[src/rtl/sipo_deframer_pkg.sv]
// sipo_deframer_pkg
//   Definitions shared by the serial-in/parallel-out deframer and its
//   upstream 10-bit shifter partner.
//   - SIPO_WIDTH : default word width, must match the upstream shifter.
//   - state_e    : deframer FSM state (HUNT = waiting for SOF, SHIFT = mid-word).
package sipo_deframer_pkg;

  localparam int unsigned SIPO_WIDTH = 10;

  typedef enum logic {
    HUNT  = 1'b0,
    SHIFT = 1'b1
  } state_e;

endpackage : sipo_deframer_pkg

[src/rtl/sipo_deframer_if.sv]
// sipo_deframer_if
//   Serial input side and valid/ready word output side of the deframer.
//   Signals:
//     SI, SI_VALID, SOF  serial bit, bit qualifier, start-of-frame marker
//     O, O_VALID         assembled word and its valid flag
//     O_READY            consumer accepts O when O_VALID && O_READY
//     BUSY               a word is partially assembled
//     OVERRUN            pulse: completed word dropped, holding register full
//     FRAME_ERR          pulse: SOF mid-word, partial word discarded
//   Modports:
//     master : the environment (serial source + word consumer)
//     slave  : the deframer itself
interface sipo_deframer_if
  import sipo_deframer_pkg::*;
#(
  parameter int unsigned WIDTH = SIPO_WIDTH
);

  logic             SI;
  logic             SI_VALID;
  logic             SOF;
  logic [WIDTH-1:0] O;
  logic             O_VALID;
  logic             O_READY;
  logic             BUSY;
  logic             OVERRUN;
  logic             FRAME_ERR;

  modport master (
    output SI, SI_VALID, SOF, O_READY,
    input  O, O_VALID, BUSY, OVERRUN, FRAME_ERR
  );

  modport slave (
    input  SI, SI_VALID, SOF, O_READY,
    output O, O_VALID, BUSY, OVERRUN, FRAME_ERR
  );

endinterface : sipo_deframer_if

[src/rtl/sipo_hold_reg.sv]
// sipo_hold_reg
//   One-word output holding register with valid/ready handshake.
//   A load is accepted when the register is empty or is being drained in
//   the same cycle; otherwise the incoming word is dropped and overrun_o
//   pulses for one cycle. Draining clears valid but keeps the data.
//   Ports:
//     clk_i, rst_ni  clock, asynchronous active-low reset
//     load_i         a completed word is offered this cycle
//     data_i         the completed word
//     ready_i        consumer accepts data_o when valid_o
//     data_o         held word (registered)
//     valid_o        data_o holds an unconsumed word (registered)
//     overrun_o      one-cycle pulse: offered word was dropped (registered)
module sipo_hold_reg
  import sipo_deframer_pkg::*;
#(
  parameter int unsigned WIDTH = SIPO_WIDTH
) (
  input  logic             clk_i,
  input  logic             rst_ni,
  input  logic             load_i,
  input  logic [WIDTH-1:0] data_i,
  input  logic             ready_i,
  output logic [WIDTH-1:0] data_o,
  output logic             valid_o,
  output logic             overrun_o
);

  logic [WIDTH-1:0] data_q, data_d;
  logic             valid_q, valid_d;
  logic             overrun_q, overrun_d;
  logic             accept;

  // Space is available if empty, or if the current word leaves this cycle.
  assign accept = !valid_q || ready_i;

  always_comb begin
    data_d    = data_q;
    valid_d   = valid_q;
    overrun_d = 1'b0;
    if (load_i) begin
      if (accept) begin
        data_d  = data_i;
        valid_d = 1'b1;
      end else begin
        overrun_d = 1'b1;
      end
    end else if (valid_q && ready_i) begin
      valid_d = 1'b0;
    end
  end

  always_ff @(posedge clk_i or negedge rst_ni) begin
    if (!rst_ni) begin
      data_q    <= '0;
      valid_q   <= 1'b0;
      overrun_q <= 1'b0;
    end else begin
      data_q    <= data_d;
      valid_q   <= valid_d;
      overrun_q <= overrun_d;
    end
  end

  assign data_o    = data_q;
  assign valid_o   = valid_q;
  assign overrun_o = overrun_q;

endmodule : sipo_hold_reg

[src/rtl/sipo_deframer.sv]
// sipo_deframer
//   Rebuilds WIDTH-bit words from an MSB-first serial stream framed by SOF
//   and presents them through a one-word valid/ready holding register.
//   Ports:
//     CLK          system clock, rising edge
//     ASYNCRESETN  asynchronous active-low reset
//     bus          sipo_deframer_if.slave: SI/SI_VALID/SOF in, O/O_VALID out,
//                  O_READY in, BUSY/OVERRUN/FRAME_ERR status out
//   All outputs are driven from registers; no input reaches an output
//   combinationally.
module sipo_deframer
  import sipo_deframer_pkg::*;
#(
  parameter int unsigned WIDTH = SIPO_WIDTH
) (
  input  logic           CLK,
  input  logic           ASYNCRESETN,
  sipo_deframer_if.slave bus
);

  localparam int unsigned    CNT_W = $clog2(WIDTH);
  localparam logic [CNT_W-1:0] LAST = CNT_W'(WIDTH - 1);

  state_e             state_q;
  // Only the WIDTH-1 most recent bits are ever used: the WIDTH-th bit is
  // taken straight from SI on the completing edge.
  logic [WIDTH-2:0]   shreg_q;
  logic [CNT_W-1:0]   count_q;
  logic               frame_err_q;

  logic [WIDTH-1:0]   word;
  logic               load;

  assign word = {shreg_q, bus.SI};

  // A plain (non-SOF) bit at count WIDTH-1 completes the word; a completing
  // bit with SOF is a restart instead.
  assign load = (state_q == SHIFT) && bus.SI_VALID && !bus.SOF && (count_q == LAST);

  always_ff @(posedge CLK or negedge ASYNCRESETN) begin
    if (!ASYNCRESETN) begin
      state_q     <= HUNT;
      shreg_q     <= '0;
      count_q     <= '0;
      frame_err_q <= 1'b0;
    end else begin
      frame_err_q <= 1'b0;
      if (bus.SI_VALID) begin
        unique case (state_q)
          HUNT: begin
            if (bus.SOF) begin
              shreg_q <= word[WIDTH-2:0];
              count_q <= CNT_W'(1);
              state_q <= SHIFT;
            end
          end
          SHIFT: begin
            shreg_q <= word[WIDTH-2:0];
            if (bus.SOF) begin
              count_q     <= CNT_W'(1);
              frame_err_q <= 1'b1;
            end else if (count_q == LAST) begin
              count_q <= '0;
              state_q <= HUNT;
            end else begin
              count_q <= count_q + CNT_W'(1);
            end
          end
          default: state_q <= HUNT;
        endcase
      end
    end
  end

  assign bus.BUSY      = (state_q == SHIFT);
  assign bus.FRAME_ERR = frame_err_q;

  sipo_hold_reg #(
    .WIDTH (WIDTH)
  ) u_hold (
    .clk_i     (CLK),
    .rst_ni    (ASYNCRESETN),
    .load_i    (load),
    .data_i    (word),
    .ready_i   (bus.O_READY),
    .data_o    (bus.O),
    .valid_o   (bus.O_VALID),
    .overrun_o (bus.OVERRUN)
  );

endmodule : sipo_deframer
[src/flat_wrapper.sv]
// flat-port wrapper written by rule: the top's interface ports become plain ports
module sipo_deframer_flat import sipo_deframer_pkg::*;
#(
  parameter int unsigned WIDTH = SIPO_WIDTH
)
  (CLK, ASYNCRESETN, bus_SI, bus_SI_VALID, bus_SOF, bus_O_READY, bus_O, bus_O_VALID, bus_BUSY, bus_OVERRUN, bus_FRAME_ERR);
  sipo_deframer_if #(.WIDTH(WIDTH)) bus_i ();
  input  logic CLK;
  input  logic ASYNCRESETN;
  input wire logic [$bits(bus_i.SI)-1:0] bus_SI;
  input wire logic [$bits(bus_i.SI_VALID)-1:0] bus_SI_VALID;
  input wire logic [$bits(bus_i.SOF)-1:0] bus_SOF;
  input wire logic [$bits(bus_i.O_READY)-1:0] bus_O_READY;
  output wire logic [$bits(bus_i.O)-1:0] bus_O;
  output wire logic [$bits(bus_i.O_VALID)-1:0] bus_O_VALID;
  output wire logic [$bits(bus_i.BUSY)-1:0] bus_BUSY;
  output wire logic [$bits(bus_i.OVERRUN)-1:0] bus_OVERRUN;
  output wire logic [$bits(bus_i.FRAME_ERR)-1:0] bus_FRAME_ERR;
  assign bus_i.SI = bus_SI;
  assign bus_i.SI_VALID = bus_SI_VALID;
  assign bus_i.SOF = bus_SOF;
  assign bus_i.O_READY = bus_O_READY;
  assign bus_O = bus_i.O;
  assign bus_O_VALID = bus_i.O_VALID;
  assign bus_BUSY = bus_i.BUSY;
  assign bus_OVERRUN = bus_i.OVERRUN;
  assign bus_FRAME_ERR = bus_i.FRAME_ERR;
  sipo_deframer #(.WIDTH(WIDTH)) u_core (.CLK(CLK), .ASYNCRESETN(ASYNCRESETN), .bus(bus_i));
endmodule
[config.mk]
export PLATFORM = sky130hd
export DESIGN_NAME = sipo_deframer_flat
export DESIGN_NICKNAME = d
export VERILOG_FILES = /design/src/rtl/sipo_deframer_pkg.sv /design/src/rtl/sipo_deframer_if.sv /design/src/rtl/sipo_hold_reg.sv /design/src/rtl/sipo_deframer.sv /design/src/flat_wrapper.sv
export SDC_FILE = /design/constraint.sdc
export NUM_CORES = 1
export LEC_CHECK = 0
export ABC_AREA = 0
export BUFFER_PORTS_ARGS = -buffer_cell sky130_fd_sc_hd__buf_2
export CAP_MARGIN = 0
export CORE_MARGIN = 4
export CORE_UTILIZATION = 57
export CTS_BUF_LIST = sky130_fd_sc_hd__clkbuf_4 sky130_fd_sc_hd__clkbuf_8
export DETAILED_ROUTE_END_ITERATION = 12
export GPL_TIMING_DRIVEN = 0
export PLACE_DENSITY = 0.81
export SYNTH_ARGS = -nofsm -noshare
export SYNTH_HDL_FRONTEND = slang
export SYNTH_SLANG_ARGS = --single-unit
[constraint.sdc]
create_clock -name CLK -period 1.69 [get_ports CLK]
set_input_delay 0 -clock CLK [delete_from_list [all_inputs] [get_ports CLK]]
set_output_delay 0 -clock CLK [all_outputs]
set_load 0.02 [all_outputs]
==> reports/results.tsv <==
metric	value	unit
run status	complete, no violations	
hold endpoint	u_core.count_q[2]$_DFFE_PN0P_	
Final Max Slew Viols	0	
HP Class	input port to flip-flop	
cts repair resizes	0	
initial antenna violation count	0	
Ports	20	
fin crit share	90.1	%
crit path max fanout	10	
Fin Hold WS	0.0168	ns
CTS root buf	clkbuf_4	
syn_area_per_cell	14.5	sq um
Critical R2R Launch	u_core.count_q[0]$_DFFE_PN0P_	
Period minus WS final	1.52	ns
Initial Util	60.5	%
Syn Std Cell Area	1190	sq um
Critical Path Sink Type	flip-flop	
pin count of the biggest net entering global routing	28	
Max-Slew Margin vs Limit	61.9	%
VDD IR-drop max	0.857	mV
WL/cell	13.7	microns
full die area	2880	sq um
Power Density	1520	nW/um^2
syn nets	90	
vias in the first global route	741	
Final Hold Viols	0	
Detailed Routing Iterations Pass 1	4	
Longest Clk Path Bufs	2	
Yosys reg bits	27	
clock sink count	27	
Skew-Pair Late Insertion Delay	0.31	ns
Cell variety after synth	23	
H-tree Lvls	1	
overall routing resource usage	15.3	%
Die H	53.6	microns
FMAX	657	MHz
Antenna Cells	0	
# setup viols final	0	
clock skew	0.00342	ns
CTS tree	yes	
Critical Path Start Type	flip-flop	
global-route wire length before repair	3170	microns
core area	1960	sq um
worst slew pin tran	0.572	ns
hold path depth	4	
remaining antenna violation count	0	
Syn. warnings	0	
leakage power total	0.000705	uW
Post-synth EDFFs	0	
Seq/Total Area, Yosys	56.9	%
initial DRC count	8	
share of cells above drive strength 1	43.5	%
post-synthesis instance total	82	
post-synthesis async set-or-reset flop share	100	%
share of the synthesized area in the top cell type	56.9	%
vias per inst	5.41	
clock-pin slew on the worst setup and hold paths	0.14	ns
GR Overflow Total	0	
Crit Path Class	flip-flop to flip-flop	
HPWL Detailed	1370	microns
via count	730	
Final Cell Area	1380	sq um
I/O Buffers	18	
Critical Path RT	1.90	ns
top cells by instance count after synthesis	dfrtp_1 (27), mux2_4 (10), mux2_2 (9)	
Main synth FF type	dfrtp_1	
FF-to-FF End	u_core.u_hold.data_o[8]$_DFFE_PN0P_	
P&R area growth vs syn	16.1	%
most area-hungry cell type in the Yosys netlist	dfrtp_1	
DRC violations left	0	
Hold Startpoint	bus_SOF	
RSZ-0062 raised after global routing	false	
RePlAce Congestion	0.811	
Post-DP Area	1310	sq um
Die X	53.6	microns
Net count, final	117	
top post-synthesis cells by area	dfrtp_1 (57%), mux2_4 (13%), mux2_2 (8.5%)	
WL final	1860	microns
Num CTS Buffers	3	
Max-cap violations	0	
Reg2Reg Setup Slack	0.17	ns
cell with the most instances after synthesis	dfrtp_1	
FF-to-FF path depth	5	
row cnt	16	
setup_tns	0	ns
CP arrival	1.73	ns
[area by class of cell]
class	count	area (sq um)
Buffer	4	45.0
Tap cell	27	33.8
Fill cell	150	583
Clock buffer	3	22.5
Multi-Input combinational cell	49	459
Inverter	2	7.51
Clock inverter	1	5.00
Timing Repair Buffer	22	130
Sequential cell	27	676
[cells by family (layout without fill, tap and decap cells)]
logic type / count (synthesis) / after routing / synth area share (%)
flops: 27 / 27 / 56.9
mux: 19 / 19 / 21.2
simple gates: 18 / 18 / 9.48
compound gates: 10 / 10 / 5.90
buf+inv: 6 / 32 / 4.43
fa+ha+maj: 2 / 2 / 2.11
[report_power, final]
part	leakage (uW)	internal (uW)	switching [uW]	total, uW
Sequential	0.000341	889	169	1060
Combinational	0.000347	405	361	766
Clock	0.0000177	88.3	178	266
Total	0.000705	1380	707	2090
[cell usage in the layout (no fill, tap or decap), types with 2 or more instances in the layout]
master,count
dfrtp_1,27
buf_2,18
mux2_4,10
mux2_2,9
buf_6,4
nand3_1,4
dlygate4sd3_1,4
nand2_1,3
nor2_1,3
o21ai_0,3
clkbuf_4,3
inv_1,2
or4_1,2
nand4bb_1,2
ha_1,2
[how the worst max path moves through the flow]
stage | startpoint | end | slack (ns)
after floorplan | u_core.bus.BUSY$_DFFE_PN0P_ | u_core.u_hold.data_o[0]$_DFFE_PN0P_ | 0.28
after global placement | u_core.count_q[0]$_DFFE_PN0P_ | u_core.u_hold.data_o[2]$_DFFE_PN0P_ | 0.22
after detailed placement | u_core.count_q[0]$_DFFE_PN0P_ | u_core.u_hold.data_o[8]$_DFFE_PN0P_ | 0.17
after CTS | u_core.count_q[0]$_DFFE_PN0P_ | u_core.u_hold.data_o[8]$_DFFE_PN0P_ | 0.16
after global routing | u_core.count_q[0]$_DFFE_PN0P_ | u_core.u_hold.data_o[8]$_DFFE_PN0P_ | 0.09
final | u_core.count_q[0]$_DFFE_PN0P_ | u_core.u_hold.data_o[8]$_DFFE_PN0P_ | 0.17
[metal layers]
metal | up-vias | track usage (%) | part of all wire [%]
li1 | 348 | - | -
met1 | 362 | 18.7 | 45
met2 | 18 | 27.6 | 49
met3 | 2 | 2.77 | 4.8
met4 | 0 | 3.83 | 0.65
met5 | - | 0 | 0
[flip-flops by register name, summed over array words and instances (netlist names)]
register                 flops
u_core.bus.BUSY              1
u_core.shreg_q               9
u_core.bus.FRAME_ERR         1
u_core.u_hold.valid_o        1
u_core.count_q               4
u_core.u_hold.data_o        10
u_core.u_hold.overrun_o      1
[through the flow]
stage / util (%) / cells / setup WS (ns) / power (uW)
3_5_place_dp: 66.8 / 127 / 0.173 / 1840
3_3_place_gp: 66.8 / 127 / 0.224 / 1790
6_report: 70.3 / 135 / 0.168 / 2090
5_1_grt: 70.3 / 135 / 0.0881 / 2230
2_1_floorplan: - / 82 / 0.282 / 1610
4_1_cts: 70.3 / 135 / 0.158 / 2120
[worst max-delay path, stage by stage (launching register included)]
cell and delay [ns]:
dfrtp_1 0.47, ha_1 0.24, nand2_1 0.07, nand4bb_1 0.14, buf_6 0.19, mux2_4 0.31
[timing repair]
action	CTS	global route
endpoints found under the setup margin	0	0
hold endpoints to repair	36	0
setup buffers	0	0
hold buffers	4	0
Note: power is estimated with default switching activity, not from simulation.
